[src/rtl/floppy_sd_pkg.sv]
// rtl/floppy_sd_pkg.sv - shared types and constants for the floppy SD port arbiter
package floppy_sd_pkg;

    localparam int FSD_LBA_W = 32;

    typedef enum logic [1:0] {WAITACK, IDLE, XFER, HOLD} fsd_state_t;

endpackage

[src/rtl/floppy_sd_rr_pick.sv]
// rtl/floppy_sd_rr_pick.sv - rotate-priority encoder: first set req bit at or above ptr, with wrap
module floppy_sd_rr_pick #(
    parameter int N  = 4,
    parameter int GW = $clog2(N)
) (
    input  logic [N-1:0]  req,
    input  logic [GW-1:0] ptr,
    output logic          valid,
    output logic [GW-1:0] idx
);

    logic [GW:0] cand;

    // Scan from the farthest offset down so the nearest candidate is the last one written.
    always_comb begin
        valid = |req;
        idx   = '0;
        cand  = '0;
        for (int k = N - 1; k >= 0; k--) begin
            cand = {1'b0, ptr} + (GW + 1)'(k);
            if (cand >= (GW + 1)'(N)) begin
                cand = cand - (GW + 1)'(N);
            end
            if (req[cand[GW-1:0]]) begin
                idx = cand[GW-1:0];
            end
        end
    end

endmodule

[src/rtl/floppy_sd_arbiter.sv]
// rtl/floppy_sd_arbiter.sv - round-robin sharer of the host SD block port among floppy track units
module floppy_sd_arbiter
    import floppy_sd_pkg::*;
#(
    parameter int N       = 4,
    parameter int TIMEOUT = 4096,
    parameter int GW      = $clog2(N)
) (
    input  logic                   clk,
    input  logic                   reset,
    input  logic [N-1:0]           req_rd,
    input  logic [N-1:0]           req_wr,
    input  logic [N*FSD_LBA_W-1:0] req_lba,
    input  logic [N-1:0]           req_lock,
    input  logic [N*8-1:0]         req_buff_din,
    output logic [N-1:0]           req_ack,
    output logic [FSD_LBA_W-1:0]   sd_lba,
    output logic                   sd_rd,
    output logic                   sd_wr,
    input  logic                   sd_ack,
    output logic [7:0]             sd_buff_din,
    output logic                   grant_valid,
    output logic [GW-1:0]          grant_id
);

    localparam int TW = $clog2(TIMEOUT);
    localparam logic [TW-1:0] TMAX = TW'(TIMEOUT - 1);
    localparam logic [GW-1:0] LAST = GW'(N - 1);

    fsd_state_t            state, state_n;
    logic [GW-1:0]         sel, sel_n, rr_ptr, rr_ptr_n, load_idx, next_ptr;
    logic [TW-1:0]         timer, timer_n;
    logic [FSD_LBA_W-1:0]  lba_n;
    logic                  rd_n, wr_n, old_ack, do_load;
    logic                  pick_valid;
    logic [GW-1:0]         pick_idx;
    logic [FSD_LBA_W-1:0]  lba_a [N];
    logic [7:0]            din_a [N];

    for (genvar i = 0; i < N; i++) begin : g_slice
        assign lba_a[i]   = req_lba[FSD_LBA_W*i +: FSD_LBA_W];
        assign din_a[i]   = req_buff_din[8*i +: 8];
        assign req_ack[i] = sd_ack & grant_valid & (sel == GW'(i));
    end

    floppy_sd_rr_pick #(.N(N), .GW(GW)) u_pick (
        .req   (req_rd | req_wr),
        .ptr   (rr_ptr),
        .valid (pick_valid),
        .idx   (pick_idx)
    );

    assign grant_valid = (state == XFER) || (state == HOLD);
    assign grant_id    = sel;
    assign sd_buff_din = grant_valid ? din_a[sel] : 8'h00;
    assign next_ptr    = (sel == LAST) ? '0 : sel + 1'b1;

    always_comb begin
        state_n  = state;
        sel_n    = sel;
        rr_ptr_n = rr_ptr;
        timer_n  = timer;
        lba_n    = sd_lba;
        rd_n     = sd_rd;
        wr_n     = sd_wr;
        do_load  = 1'b0;
        load_idx = sel;
        case (state)
            WAITACK: begin
                if (!sd_ack) state_n = IDLE;
            end
            IDLE: begin
                if (pick_valid) begin
                    sel_n    = pick_idx;
                    load_idx = pick_idx;
                    do_load  = 1'b1;
                    state_n  = XFER;
                end
            end
            XFER: begin
                if (sd_ack) begin
                    rd_n = 1'b0;
                    wr_n = 1'b0;
                end
                if (old_ack && !sd_ack) begin
                    if (req_lock[sel]) begin
                        state_n = HOLD;
                        timer_n = '0;
                    end else begin
                        state_n  = IDLE;
                        rr_ptr_n = next_ptr;
                    end
                end
            end
            HOLD: begin
                if (req_rd[sel] || req_wr[sel]) begin
                    do_load = 1'b1;
                    state_n = XFER;
                    timer_n = '0;
                end else if (!req_lock[sel] || (timer == TMAX)) begin
                    state_n  = IDLE;
                    rr_ptr_n = next_ptr;
                end else begin
                    timer_n = timer + 1'b1;
                end
            end
            default: state_n = WAITACK;
        endcase
        // A write request overrides a simultaneous read from the same unit.
        if (do_load) begin
            lba_n = lba_a[load_idx];
            wr_n  = req_wr[load_idx];
            rd_n  = req_rd[load_idx] & ~req_wr[load_idx];
        end
    end

    always_ff @(posedge clk) begin
        if (reset) begin
            state   <= WAITACK;
            sel     <= '0;
            rr_ptr  <= '0;
            timer   <= '0;
            sd_lba  <= '0;
            sd_rd   <= 1'b0;
            sd_wr   <= 1'b0;
            old_ack <= 1'b0;
        end else begin
            state   <= state_n;
            sel     <= sel_n;
            rr_ptr  <= rr_ptr_n;
            timer   <= timer_n;
            sd_lba  <= lba_n;
            sd_rd   <= rd_n;
            sd_wr   <= wr_n;
            old_ack <= sd_ack;
        end
    end

endmodule

[config.mk]
export PLATFORM = sky130hd
export DESIGN_NAME = floppy_sd_arbiter
export DESIGN_NICKNAME = d
export VERILOG_FILES = /design/src/rtl/floppy_sd_pkg.sv /design/src/rtl/floppy_sd_rr_pick.sv /design/src/rtl/floppy_sd_arbiter.sv
export SDC_FILE = /design/constraint.sdc
export NUM_CORES = 1
export LEC_CHECK = 0
export CAP_MARGIN = 20
export CORE_ASPECT_RATIO = 0.7
export CORE_MARGIN = 1.5
export CORE_UTILIZATION = 23
export DETAILED_ROUTE_END_ITERATION = 10
export PLACE_DENSITY_LB_ADDON = 0.2
export SLEW_MARGIN = 20
export SYNTH_ARGS = -nofsm -noshare
export SYNTH_HDL_FRONTEND = slang
export SYNTH_SLANG_ARGS = --single-unit
[constraint.sdc]
create_clock -name clk -period 3.1 [get_ports clk]
set_clock_uncertainty 0.2 [all_clocks]
set_input_delay 0.465 -clock clk [delete_from_list [all_inputs] [get_ports clk]]
set_output_delay 0.465 -clock clk [all_outputs]
set_load 0.02 [all_outputs]
==> key figures, run 1 <==
Timing
  – F_max: 0.3552 GHz
  – Max Slew Vio Count: 0
  – Final Setup Violations: 0
  – Actual slew at the worst max-slew pin: 0.5486 ns
  – Period utilization: 0.9082
  – Hold WS: 0.2647 ns
  – Tmin final: 2.815 ns
  – Max_slew headroom: 0.6342
  – RSZ-0062 raised after global routing: false
  – Worst setup margin: 0.2847 ns
  – Fin. Hold Viols: 0
  – Final TNS setup: 0 ns

Detailed routing
  – Via count: 3589
  – Avg WL per Cell: 15.83 um
  – # DRC: 0
  – Via density: 4.747
  – Pre-Repair DR Iteration Count: 4
  – Detailed Route Iter0 Violations: 167
  – Wirelength, routed: 11970 um
  – Antenna-violating nets left: 0

Final layout
  – Area Overhead vs Synth: 81.15%
  – Final core occ: 0.4321
  – Fin nets: 745
  – Layout cells sized above 1: 0.07951
  – Diode count: 0

Die
  – Row cnt: 36
  – Die area: 15320 um^2
  – Core Box Area: 14050 um^2
  – Die W: 147.3 um
  – Starting Density: 0.2385
  – Die height: 104.0 um
  – I/O pin total: 224

Power
  – Pleak: 2.565 nW
  – Sequential Power Share: 0.365
  – VDD IR-drop max: 0.2640 mV
  – Power per cell area: 345.3 nW/um^2
  – Switch share: 0.2706
  – P_sw: 0.0005673 W
  – Comb pwr share: 0.318
  – P_int: 0.001529 W
  – Clock power frac: 0.317

Clocking
  – H-tree depth: 2
  – Clock Sinks: 53
  – CTS Buf Count: 5
  – Post-cts resize count: 0
  – Worst-Skew Late Latency: 0.29 ns
  – Clk slew on worst S/H paths: 0.07 ns
  – Clock tree from TritonCTS: done
  – Clock Tree Root: clkbuf_16
  – Total setup buffers inserted after CTS: 0
  – Clock buffer depth: 2
  – Post-CTS Hold Fix Bufs: 0

Place
  – DPL Wire Length: 9413 um
  – PortBufs: 223
  – Post-place setup slack: 0.05245 ns
  – GPL Wtd Cong: 0.7614

Synthesis
  – Post-Synthesis Cells: 349
  – Synth warn: 0
  – Sequential area share after synthesis: 0.3165
  – Mapped Area: 3352 um^2
  – Post-synth EDFFs: 0
  – Post-synthesis area per instance: 9.604 um^2
  – Async S/R FF share, synth: 0
  – Mapped Nets: 529
  – Number of synthesized register bits: 53
  – Synth unique cells: 44
  – Main synth FF type: dfxtp_1

Worst setup path
  – Largest stage delay, worst path: 0.53 ns
  – CP Data Required Time: 2.43 ns
  – CP Launch Type: flop
  – Critical-path maximum fanout: 12
  – Worst Path Buf+Inv: 2
  – Worst-path cell chain: buf_4, mux4_2, and2_1, clkdlybuf4s50_1
  – Crit-path slowest cell: clkdlybuf4s50_1
  – Crit. End Element: output pin
  – Family with the most delay on the worst path: buffers and inverters
  – Critical path class: flop to output pin
  – WP data arrival: 2.15 ns

GRT
  – Gr ovfl total: 0
  – Via count of the first global-routing pass: 3530
  – Largest net degree at the start of global routing: 35
  – Initial antenna violation count: 0
  – GRT Total Usage: 0.1505
  – First-pass GRT wire length: 18510 um

Run
  – Max Cap Viol: 0

Hold path
  – Min-delay worst type: flop to flop

Status
  – Status: complete, no violations
-- layer usage --
| layer | vias up | wire length [um] | track usage |
|---|---|---|---|
| met5 | - | 0 | 0 |
| met4 | 0 | 135 | 0.03000 |
| li1 | 1744 | - | - |
| met3 | 9 | 957 | 0.04254 |
| met2 | 151 | 5769 | 0.2545 |
| met1 | 1685 | 5103 | 0.1907 |
-- cells by family after synthesis --
| kind of cell | share of synthesized area |
|---|---|
| AND/OR/NAND/NOR | 0.1601 |
| multiplexers | 0.2841 |
| AO/OA/AOI/OAI | 0.1538 |
| flip-flops | 0.3165 |
| buffers and inverters | 0.04591 |
| XOR/XNOR | 0.02090 |
| adder cells (fa/ha/maj) | 0.01866 |
-- through the flow --
stage | cell area [um^2] | power [W] | cells
floorplan | 3352 | 0.001046 | 349
global placement | 5896 | 0.001447 | 748
detailed placement | 5896 | 0.001450 | 748
CTS | 6072 | 0.002123 | 756
global route | 6072 | 0.002189 | 756
finish | 6072 | 0.002097 | 756
-- registers in the layout, indices dropped and copies added (netlist names) --
| register | count |
|---|---|
| sd_lba | 32 |
| timer | 12 |
| grant_id | 2 |
| rr_ptr | 2 |
| state | 2 |
| old_ack | 1 |
| sd_rd | 1 |
| sd_wr | 1 |
-- worst min-delay path: stages, from the launching register on --
cell and delay [ns]:
dfxtp_1 0.33, nand2_1 0.05, o221ai_1 0.06
-- cells in the mapped netlist, types with 7 or more instances --
library cell | number | area, um^2
xnor2_1 | 7 | 61.31
mux2i_1 | 69 | 690.7
o221ai_1 | 36 | 315.3
nand2_1 | 38 | 142.6
clkbuf_1 | 13 | 48.80
buf_2 | 9 | 45.04
and2_1 | 8 | 50.05
a21oi_1 | 8 | 40.04
mux4_2 | 10 | 225.2
nor2_1 | 26 | 97.59
dfxtp_1 | 53 | 1061
-- power groups by stage --
stage	logic, W	registers, W	clock network (W)
global route	0.000711	0.000773	0.000706
global placement	0.000669	0.000778	0
CTS	0.000673	0.000765	0.000685
detailed placement	0.000669	0.000780	0
finish	0.000666	0.000765	0.000665
floorplan	0.000223	0.000824	0
-- final timing paths --
| kind | slack [ns] | depth (start not counted) | end | from |
|---|---|---|---|---|
| worst min-delay path | 0.26 | 2 | sd_lba[5] | sd_lba[5] |
| worst min register to register | 0.26 | 2 | sd_lba[5] | sd_lba[5] |
| worst max-delay path | 0.28 | 4 | sd_buff_din[1] | grant_id[0] |
| worst max register to register | 0.54 | 7 | timer[1] | timer[0] |
-- layout by cell type (no fill, tap or decap), types with 2 or more instances in the layout --
master and count:
o311ai_0 2, clkdlybuf4s50_1 223, clkbuf_16 5, o221ai_1 36
buf_12 7, a21oi_1 8, nor2b_1 2, o21ai_0 5
mux2i_1 69, mux2_1 2, nand3_1 4, nand4_1 6
a21o_1 2, and2_1 8, inv_1 5, nor3_2 6
mux4_2 10, ha_1 5, o21a_1 2, xnor2_1 7
and3_1 4, buf_4 5, nor3_1 2, nand2_1 38
or3_1 3, dfxtp_1 53, nor2_1 26, nand2b_1 2
-- layout make-up --
type,instances,area [um^2]
Clock buffer,6,138.9
Clock inverter,2,37.54
Fill cell,1360,7981
Inverter,6,22.52
Multi-Input combinational cell,264,2165
Sequential cell,53,1061
Tap cell,190,237.7
Timing Repair Buffer,235,2410
Note: power is estimated with default switching activity, not from simulation.
==> inputs of run 2 (changes only) <==
CORE_UTILIZATION = 30   (was 23)
==> run 2 against run 1 <==
Power rose by 2.6%. Clock-buffer cell count down 1. First-iteration DRC count is 39% lower. Global-route usage is 4.2 points higher. Die area fell by 23%. Sequential share of layout area barely moved. Clock power grew 8.1%. Fmax up 2.1%. Combinational power about the same. Via count is 0.61% lower. Non-clock buffer count is 2 higher. Critical endpoint is now sd_buff_din[7].
==> key figures, run 2 (same netlist as run 1, synthesis figures left out) <==
Status
  – Status: complete, no violations

Final layout
  – Max reg flops: 32 (unchanged)
  – Commonest non-fill, non-tap cells in the layout: 223 x clkdlybuf4s50_1, 69 x mux2i_1, 53 x dfxtp_1, 38 x nand2_1, 36 x o221ai_1
  – Largest Register: sd_lba
  – Diode count: 0 (unchanged)
  – Most common cell after layout, fill and taps aside: clkdlybuf4s50_1
  – Non-filler cells, final: 721 (-4.6%)
  – Filler cells: 955 (-30%)
  – Layout cells sized above 1: 0.08275 (+0.003241)
  – Largest regs: sd_lba: 32 flops, timer: 12 flops
  – Fin nets: 747 (+0.27%)
  – Area Overhead vs Synth: 81.00% (about the same)

Power
  – VDD IR-drop max: 0.2328 mV (-12%)
  – Pleak: 2.593 nW (+1.1%)
  – Sequential Power Share: 0.355 (-0.010)
  – P_int: 0.001590 W (+4.0%)
  – Power per cell area: 354.6 nW/um^2 (+2.7%)
  – Clock power frac: 0.334 (+0.017)
  – Comb pwr share: 0.311 (-0.007)
  – Pwr Total: 0.002152 W (+2.6%)
  – P_sw: 0.0005618 W (-0.96%)
  – Switch share: 0.2611 (-0.009453)

Detailed routing
  – Detailed Route Iter0 Violations: 102 (-39%)
  – Met2 Wirelength: 5482 um (-5.0%)
  – Via count: 3567 (-0.61%)
  – Pre-Repair DR Iteration Count: 4 (unchanged)
  – Met3 Routed Length: 1085 um (+13%)
  – M1 wire length: 4757 um (-6.8%)
  – # DRC: 0 (unchanged)
  – Avg WL per Cell: 15.99 um (+1.0%)
  – Antenna-violating nets left: 0 (unchanged)
  – Wirelength, routed: 11530 um (-3.7%)
  – Via density: 4.947 (+4.2%)
  – Max layer used: met4

GRT
  – Largest net degree at the start of global routing: 35 (unchanged)
  – Initial antenna violation count: 0 (unchanged)
  – Via count of the first global-routing pass: 3673 (+4.1%)
  – First-pass GRT wire length: 17840 um (-3.6%)
  – GRT Total Usage: 0.1921 (+0.04156)
  – Gr ovfl total: 0 (unchanged)

Clocking
  – Post-CTS Hold Fix Bufs: 0 (unchanged)
  – Worst-Skew Late Latency: 0.29 ns (about the same)
  – Clock buffer depth: 2 (unchanged)
  – H-tree depth: 2 (unchanged)
  – Clock Tree Root: clkbuf_16
  – Clock tree from TritonCTS: done
  – Clk slew on worst S/H paths: 0.07 ns (about the same)
  – Clock Sinks: 53 (unchanged)
  – Post-cts resize count: 0 (unchanged)
  – Total setup buffers inserted after CTS: 0 (unchanged)
  – CTS Buf Count: 5 (unchanged)

Timing
  – Final Setup Violations: 0 (unchanged)
  – Max Slew Vio Count: 0 (unchanged)
  – Period utilization: 0.8892 (-0.01894)
  – Tmin final: 2.757 ns (-0.05871 ns)
  – Hold WS: 0.2694 ns (+0.004714 ns)
  – Max_slew headroom: 0.6406 (+0.006334)
  – Final TNS setup: 0 ns (unchanged)
  – RSZ-0062 raised after global routing: false
  – Actual slew at the worst max-slew pin: 0.5391 ns (-0.009500 ns)
  – Fin. Hold Viols: 0 (unchanged)
  – Worst setup margin: 0.3434 ns (+0.05871 ns)
  – F_max: 0.3628 GHz (+2.1%)

Place
  – DPL Wire Length: 9025 um (-4.1%)
  – Dpl cells: 713 (-4.7%)
  – GPL Wtd Cong: 0.7918 (+4.0%)
  – PortBufs: 223 (unchanged)
  – Post-place setup slack: 0.09603 ns (+0.04359 ns)

Worst setup path
  – CP Launch Type: flop
  – Critical-path maximum fanout: 9 (-3)
  – Reg2reg end: timer[4]
  – Critical path class: flop to output pin
  – Worst-path cell chain: buf_4, mux4_2, and2_1, clkdlybuf4s50_1
  – End of the critical path: sd_buff_din[7]
  – Crit-path slowest cell: clkdlybuf4s50_1
  – Worst r2r path cells: 5 (-2)
  – Critical path launch point: grant_id[1]
  – WP data arrival: 2.09 ns (-0.06 ns)
  – Reg2reg start: grant_id[1]
  – Crit. End Element: output pin
  – Largest stage delay, worst path: 0.54 ns (about the same)
  – Flop2flop setup slack: 0.59 ns (+0.05 ns)
  – CP Data Required Time: 2.43 ns (about the same)

Run
  – Max Cap Viol: 0 (unchanged)

Die
  – Die height: 91.44 um (-12%)
  – Die area: 11830 um^2 (-23%)
  – Die W: 129.3 um (-12%)
  – Core Box Area: 10930 um^2 (-22%)
  – Starting Density: 0.3067 (+0.06815)
  – Row cnt: 32 (-11%)
  – I/O pin total: 224 (unchanged)

Hold path
  – Hold path startpoint: sd_lba[0]
  – Min-delay worst type: flop to flop
  – Hold depth: 2 (unchanged)
-- run 2: changes by cell type in the layout (fill, tap and decap cells not counted) --
cell	previous run	this run
buf_12	7	8
buf_4	5	6
bufinv_16	1	2
clkbuf_8	1	0
clkinv_2	0	1
clkinvlp_4	1	0
-- run 2: worst min path at each step --
stage	end	slack, ns
floorplan	timer[11]	0.28
global placement	sd_lba[28]	0.24
detailed placement	sd_lba[26]	0.25
CTS	sd_lba[28]	0.27
global route	sd_lba[28]	0.29
finish	sd_lba[0]	0.27
-- run 2: layout make-up --
class | count | area, um^2 | area share
timing repair buffer | 237 | 2437 | 0.4017
tap | 153 | 191.4 | 0.03155
multi-input combinational | 264 | 2165 | 0.3568
clock inverter | 3 | 65.06 | 0.01072
sequential | 53 | 1061 | 0.1749
clock buffer | 5 | 125.1 | 0.02062
inverter | 6 | 22.52 | 0.003712
-- run 2: routing by layer --
layer	GRT usage	up-vias
li1	-	1752
met1	0.2274	1655
met2	0.3262	145
met3	0.06541	15
met4	0.05805	0
met5	0	-
-- run 2: per-stage QoR --
| step | area, um^2 | utilization |
|---|---|---|
| 6_report | 6067 | 0.5551 |
| 2_1_floorplan | 3352 | - |
| 3_3_place_gp | 5877 | 0.5377 |
| 5_1_grt | 6067 | 0.5551 |
| 3_5_place_dp | 5877 | 0.5377 |
| 4_1_cts | 6067 | 0.5551 |
-- run 2: critical path, delay by kind of cell (launching register included) --
| kind | cells | cell delay, ns |
|---|---|---|
| buf+inv | 2 | 0.79 |
| flops | 1 | 0.53 |
| mux | 1 | 0.29 |
| simple gates | 1 | 0.17 |
-- run 2: power by group through the flow --
stage / clock (W) / combinational, W / sequential, W
after floorplan: 0 / 0.000223 / 0.000824
after global placement: 0 / 0.000666 / 0.000777
after detailed placement: 0 / 0.000672 / 0.000779
after CTS: 0.000739 / 0.000675 / 0.000764
after global routing: 0.000765 / 0.000713 / 0.000772
final: 0.000719 / 0.000668 / 0.000765
==> inputs of run 3 (changes only) <==
CAP_MARGIN = 10   (was 20)
==> results of run 3 <==
Final layout, timing and power as in run 2 (identical DEF).
